--- src/rtl/calc_pkg.sv ---
// Shared definitions for the sign-magnitude display path: FSM states,
// 7-segment glyphs (bit0 = a .. bit6 = g) and one-hot digit enables.
package calc_pkg;

    typedef enum logic [1:0] {
        IDLE = 2'd0,
        LOAD = 2'd1,
        SHOW = 2'd2
    } state_t;

    localparam logic [6:0] SEG_BLANK = 7'b0000000;
    localparam logic [6:0] SEG_MINUS = 7'b1000000;

    localparam logic [6:0] SEG_D0 = 7'b0111111;
    localparam logic [6:0] SEG_D1 = 7'b0000110;
    localparam logic [6:0] SEG_D2 = 7'b1011011;
    localparam logic [6:0] SEG_D3 = 7'b1001111;
    localparam logic [6:0] SEG_D4 = 7'b1100110;
    localparam logic [6:0] SEG_D5 = 7'b1101101;
    localparam logic [6:0] SEG_D6 = 7'b1111101;
    localparam logic [6:0] SEG_D7 = 7'b0000111;

    localparam logic [1:0] DIG_NONE = 2'b00;
    localparam logic [1:0] DIG_MAG  = 2'b01;
    localparam logic [1:0] DIG_SIGN = 2'b10;

    // Negative zero carries no minus sign.
    function automatic logic is_neg(input logic [3:0] value);
        return value[3] && (value[2:0] != 3'd0);
    endfunction

endpackage

--- src/rtl/seg7_dec.sv ---
// Combinational 3-bit magnitude to 7-segment glyph decoder.
module seg7_dec
    import calc_pkg::*;
(
    input  logic [2:0] digit,
    output logic [6:0] seg
);

    always_comb begin
        // NOTE: default assignment first so every path drives seg and no latch is inferred.
        seg = SEG_BLANK;
        case (digit)
            3'd0: seg = SEG_D0;
            3'd1: seg = SEG_D1;
            3'd2: seg = SEG_D2;
            3'd3: seg = SEG_D3;
            3'd4: seg = SEG_D4;
            3'd5: seg = SEG_D5;
            3'd6: seg = SEG_D6;
            3'd7: seg = SEG_D7;
            default: seg = SEG_BLANK;
        endcase
    end

endmodule

--- src/rtl/sm_disp_scan.sv ---
// Two-digit multiplexed display of a sign-magnitude value with valid/ready capture.
// Optional blink-after-load behaviour is enabled by defining DISP_BLINK_EN.
module sm_disp_scan
    import calc_pkg::*;
#(
    parameter int unsigned DIV = 50000
) (
    input  logic       clk,
    input  logic       rst_n,
    input  logic       in_valid,
    output logic       in_ready,
    input  logic [3:0] sm_in,
    output logic [6:0] seg,
    output logic [1:0] dig_en
);

    localparam logic [15:0] CNT_MAX = 16'(DIV - 1);

    state_t      state;
    state_t      state_nxt;
    logic [3:0]  hold_reg;
    logic [15:0] cnt;
    logic        slot_sel;
    logic        wrap;
    logic        xfer;
    logic        blink_off;
    logic        ready_nxt;
    logic [6:0]  glyph;
    logic [6:0]  seg_nxt;
    logic [1:0]  dig_nxt;

    assign xfer = in_valid & in_ready;
    assign wrap = (cnt == CNT_MAX);

    seg7_dec u_dec (
        .digit (hold_reg[2:0]),
        .seg   (glyph)
    );

    // NOTE: every register resets asynchronously so the outputs blank the instant rst_n falls.
    always_ff @(posedge clk or negedge rst_n) begin
        if (!rst_n) state <= IDLE;
        else        state <= state_nxt;
    end

    always_comb begin
        state_nxt = state;
        case (state)
            IDLE:    if (xfer) state_nxt = LOAD;
            LOAD:    state_nxt = SHOW;
            SHOW:    if (xfer) state_nxt = LOAD;
            default: state_nxt = IDLE;
        endcase
    end

    always_ff @(posedge clk or negedge rst_n) begin
        if (!rst_n) begin
            hold_reg <= 4'd0;
            cnt      <= 16'd0;
            slot_sel <= 1'b0;
        end else begin
            if (xfer) hold_reg <= sm_in;
            if (wrap) begin
                cnt      <= 16'd0;
                slot_sel <= ~slot_sel;
            end else begin
                cnt <= cnt + 16'd1;
            end
        end
    end

`ifdef DISP_BLINK_EN
    localparam logic [3:0] BLINK_PAIRS = 4'd8;

    logic [3:0] pair_cnt;

    // A slot-pair ends when the sign slot wraps back to the magnitude slot.
    always_ff @(posedge clk or negedge rst_n) begin
        if (!rst_n) begin
            pair_cnt <= 4'd0;
        end else if (xfer) begin
            pair_cnt <= 4'd0;
        end else if (wrap && slot_sel && (pair_cnt != BLINK_PAIRS)) begin
            pair_cnt <= pair_cnt + 4'd1;
        end
    end

    assign blink_off = (pair_cnt != BLINK_PAIRS) && pair_cnt[0];
`else
    assign blink_off = 1'b0;
`endif

    // Display is computed from the current hold_reg and registered, so LOAD
    // still shows the previous value while LOAD-from-IDLE stays blank.
    always_comb begin
        ready_nxt = (state_nxt != LOAD);
        seg_nxt   = SEG_BLANK;
        dig_nxt   = DIG_NONE;
        if ((state != IDLE) && !blink_off) begin
            if (!slot_sel) begin
                dig_nxt = DIG_MAG;
                seg_nxt = glyph;
            end else begin
                dig_nxt = DIG_SIGN;
                seg_nxt = is_neg(hold_reg) ? SEG_MINUS : SEG_BLANK;
            end
        end
    end

    always_ff @(posedge clk or negedge rst_n) begin
        if (!rst_n) begin
            in_ready <= 1'b0;
            seg      <= SEG_BLANK;
            dig_en   <= DIG_NONE;
        end else begin
            in_ready <= ready_nxt;
            seg      <= seg_nxt;
            dig_en   <= dig_nxt;
        end
    end

endmodule
--- config.mk ---
export PLATFORM = sky130hd
export DESIGN_NAME = sm_disp_scan
export DESIGN_NICKNAME = d
export VERILOG_FILES = /design/src/rtl/calc_pkg.sv /design/src/rtl/seg7_dec.sv /design/src/rtl/sm_disp_scan.sv
export SDC_FILE = /design/constraint.sdc
export NUM_CORES = 1
export LEC_CHECK = 0
export BUFFER_PORTS_ARGS = -buffer_cell sky130_fd_sc_hd__clkbuf_2
export CELL_PAD_IN_SITES_DETAIL_PLACEMENT = 1
export CELL_PAD_IN_SITES_GLOBAL_PLACEMENT = 2
export CORE_MARGIN = 10
export CORE_UTILIZATION = 40
export DETAILED_ROUTE_END_ITERATION = 16
export HOLD_SLACK_MARGIN = 0.1
export MAX_ROUTING_LAYER = met4
export PLACE_DENSITY = 0.78
export SLEW_MARGIN = 25
export SYNTH_ARGS = -nofsm -noshare
export SYNTH_HDL_FRONTEND = slang
export SYNTH_SLANG_ARGS = --single-unit
--- constraint.sdc ---
create_clock -name clk -period 4.2 [get_ports clk]
set_input_delay 0.63 -clock clk [delete_from_list [all_inputs] [get_ports clk]]
set_output_delay 0.63 -clock clk [all_outputs]
set_load 0.01 [all_outputs]
==> flow_summary.json <==
{
  "max_slew_margin": 0.471,
  "grt_pass1_vias": 991,
  "ios": 17,
  "cp_max_fo": 10,
  "die-area_sq_mm": 0.00638,
  "cp.arrival_ps": 2170,
  "status": "finished, final reports clean",
  "seq_power_share": 0.548,
  "power_frac_comb": 0.142,
  "worstReg2RegStart": "cnt[7]$_DFF_PN0_",
  "nets": 160,
  "synthAdderAreaFrac": 0.0524,
  "hp-class": "primary input to async pin",
  "synth_compound_area_frac": 0.0497,
  "clkTransAtPathRegs_ps": 100,
  "ir_worst_vdd_uv": 224,
  "cts_resized": 0,
  "firstDrtPassIters": 4,
  "cts_buffers": 5,
  "fin_setup_tns_ps": 0,
  "syn_area_per_cell_sq_um": 11.6,
  "synth_seq_cells": 33,
  "slew_violations": 0,
  "reg2regPathDepth": 3,
  "drtIter0Drc": 76,
  "power.internal_uw": 484,
  "largest_register_ffs": 16,
  "start_util": 0.423,
  "die_w_um": 79.9,
  "rows": 21,
  "finalWeightedCongestion": 0.787,
  "drv_cap": 0,
  "mostFrequentLayoutCell": "dfrtp_1",
  "muxShareOfSynthArea": 0.0393,
  "startpoint_type": "flip-flop",
  "post-cts-setup-buffers": 0,
  "cts_tree": "yes",
  "layout_min_cycle_time_ps": 1920,
  "reg2reg_to": "cnt[1]$_DFF_PN0_",
  "post-dp-hpwl_mm": 2.10,
  "clock_power_share": 0.311,
  "coreArea_sq_mm": 0.00339,
  "cts_root_buf": "clkbuf_4",
  "synth_xor_area_frac": 0.0916,
  "via_count": 951,
  "ys_seq_area_frac": 0.576,
  "crit_start": "cnt[7]$_DFF_PN0_",
  "yosysWarnings": 0,
  "rrSetupSlack_ps": 2280,
  "timing.critical_path.to": "cnt[1]$_DFF_PN0_",
  "grt_setup_unrepaired": "no",
  "final_cell_mix": "dfrtp_1 (33), clkbuf_2 (16), nor2_1 (13)",
  "final_layout_size_suffix_gt1_frac": 0.223,
  "finalCritPeriodShare": 0.457,
  "area_delta_synth_final_pct": 14.5,
  "yosys.area_share.simple": 0.170,
  "grt_antenna_before_repair": 0,
  "grt_max_degree": 34,
  "dp_slack_ps": 2270,
  "syn-num-nets": 137,
  "worstMarginPinSlew_ps": 793,
  "grt_pass1_wl_mm": 4.93,
  "track_usage": 0.104,
  "h-tree-depth": 2,
  "setup_viol": 0,
  "routedWlPerCell_um": 14.7,
  "final_antenna_net_count": 0,
  "cp-end-kind": "flip-flop",
  "sw_frac_of_total": 0.273,
  "insertion_delay_ps": 340,
  "clock.fmax_mhz": 521,
  "drc_errors": 0,
  "switchingPower_uw": 182,
  "worst_ep_required_time_ps": 4440,
  "ctsLongestPathBuffers": 2,
  "fin_skew_ps": 6.01,
  "power_density_mw_per_mm2": 406,
  "syn_area_sq_mm": 0.00143,
  "p_leak_uw": 0.000817,
  "via_per_inst": 4.90,
  "fp.dieH_um": 79.9,
  "path_class": "flip-flop to flip-flop",
  "hold_buffers": 0,
  "hold_viol_final": 0,
  "synth_top_family_by_area": "simple AND/OR/NAND/NOR gates",
  "timing.final.ws_setup_ps": 2280,
  "numPortBuffers": 16,
  "synthDistinctLibCells": 26,
  "cts.sinks": 33,
  "grt-ovfl-total": 0,
  "antenna_cells": 0,
  "wl_mm": 2.86,
  "syn-instance-count": 124
}
## through the flow
stage          cells  cell area [sq um]  power (uW)  hold slack (ps)  utilization
5_1_grt          194               1640         708              392        0.484
3_5_place_dp     186               1570         469              497        0.464
4_1_cts          194               1640         677              375        0.484
3_3_place_gp     186               1570         466              483        0.464
2_1_floorplan    124               1430         423              334            -
6_report         194               1640         666              354        0.484
## cells by family after synthesis
kind of cell             after synthesis
AND/OR/NAND/NOR                       45
AO/OA/AOI/OAI                         12
flip-flops                            33
multiplexers                           5
adder cells (fa/ha/maj)                6
buffers and inverters                  8
XOR/XNOR                              15
## synthesized netlist by cell type
master,instances,area [sq um]
and3_1,1,6.26
nor3_1,4,20.0
and4_1,1,8.76
inv_1,8,30.0
and2b_2,1,8.76
nor4_1,2,12.5
or4b_4,1,13.8
dfrtp_1,33,826
xor2_1,8,70.1
a21o_1,1,7.51
nor4_4,1,21.3
o211ai_1,1,7.51
o21ai_0,1,5.00
nor2b_1,1,6.26
nand2_1,8,30.0
o21bai_1,1,7.51
nand3_1,6,30.0
a21oi_1,7,35.0
nand4_1,4,25.0
o221ai_1,1,8.76
or2_2,1,6.26
xnor2_1,7,61.3
nand2b_1,1,6.26
mux2_2,5,56.3
nor2_1,13,48.8
ha_1,6,75.1
## how the worst min path moves through the flow
stage,endpoint,from,slack [ps]
6_report,cnt[2]$_DFF_PN0_,rst_n,350
5_1_grt,cnt[14]$_DFF_PN0_,rst_n,390
4_1_cts,cnt[2]$_DFF_PN0_,rst_n,380
3_5_place_dp,cnt[11]$_DFF_PN0_,cnt[11]$_DFF_PN0_,500
3_3_place_gp,cnt[0]$_DFF_PN0_,cnt[0]$_DFF_PN0_,480
2_1_floorplan,cnt[0]$_DFF_PN0_,rst_n,330
## power groups by stage
stage	logic [uW]	registers, uW	clock network, uW
after floorplan	44.3	379	0
after global placement	96.2	370	0
after detailed placement	97.1	372	0
after CTS	97.9	365	214
after global routing	109	369	230
final	94.4	365	207
## layer usage
layer,vias to the layer above,share of wire,GRT usage
met5,-,0,-
met4,0,0.019,0.0528
met3,7,0.056,0.0450
met2,17,0.43,0.133
met1,459,0.50,0.135
li1,468,-,-
## cell type report
class | instances | area (sq um)
Clock buffer | 7 | 65.1
Clock inverter | 1 | 5.00
Fill cell | 377 | 1750
Inverter | 8 | 30.0
Multi-Input combinational cell | 83 | 578
Sequential cell | 33 | 826
Tap cell | 46 | 57.6
Timing Repair Buffer | 16 | 80.1
## worst max-delay path, cell delays in order (launching register included)
cell and delay (ps):
dfrtp_1 430, or4b_4 560, nor4_4 550, and2b_2 280
Power figures use the tool's default switching activity.
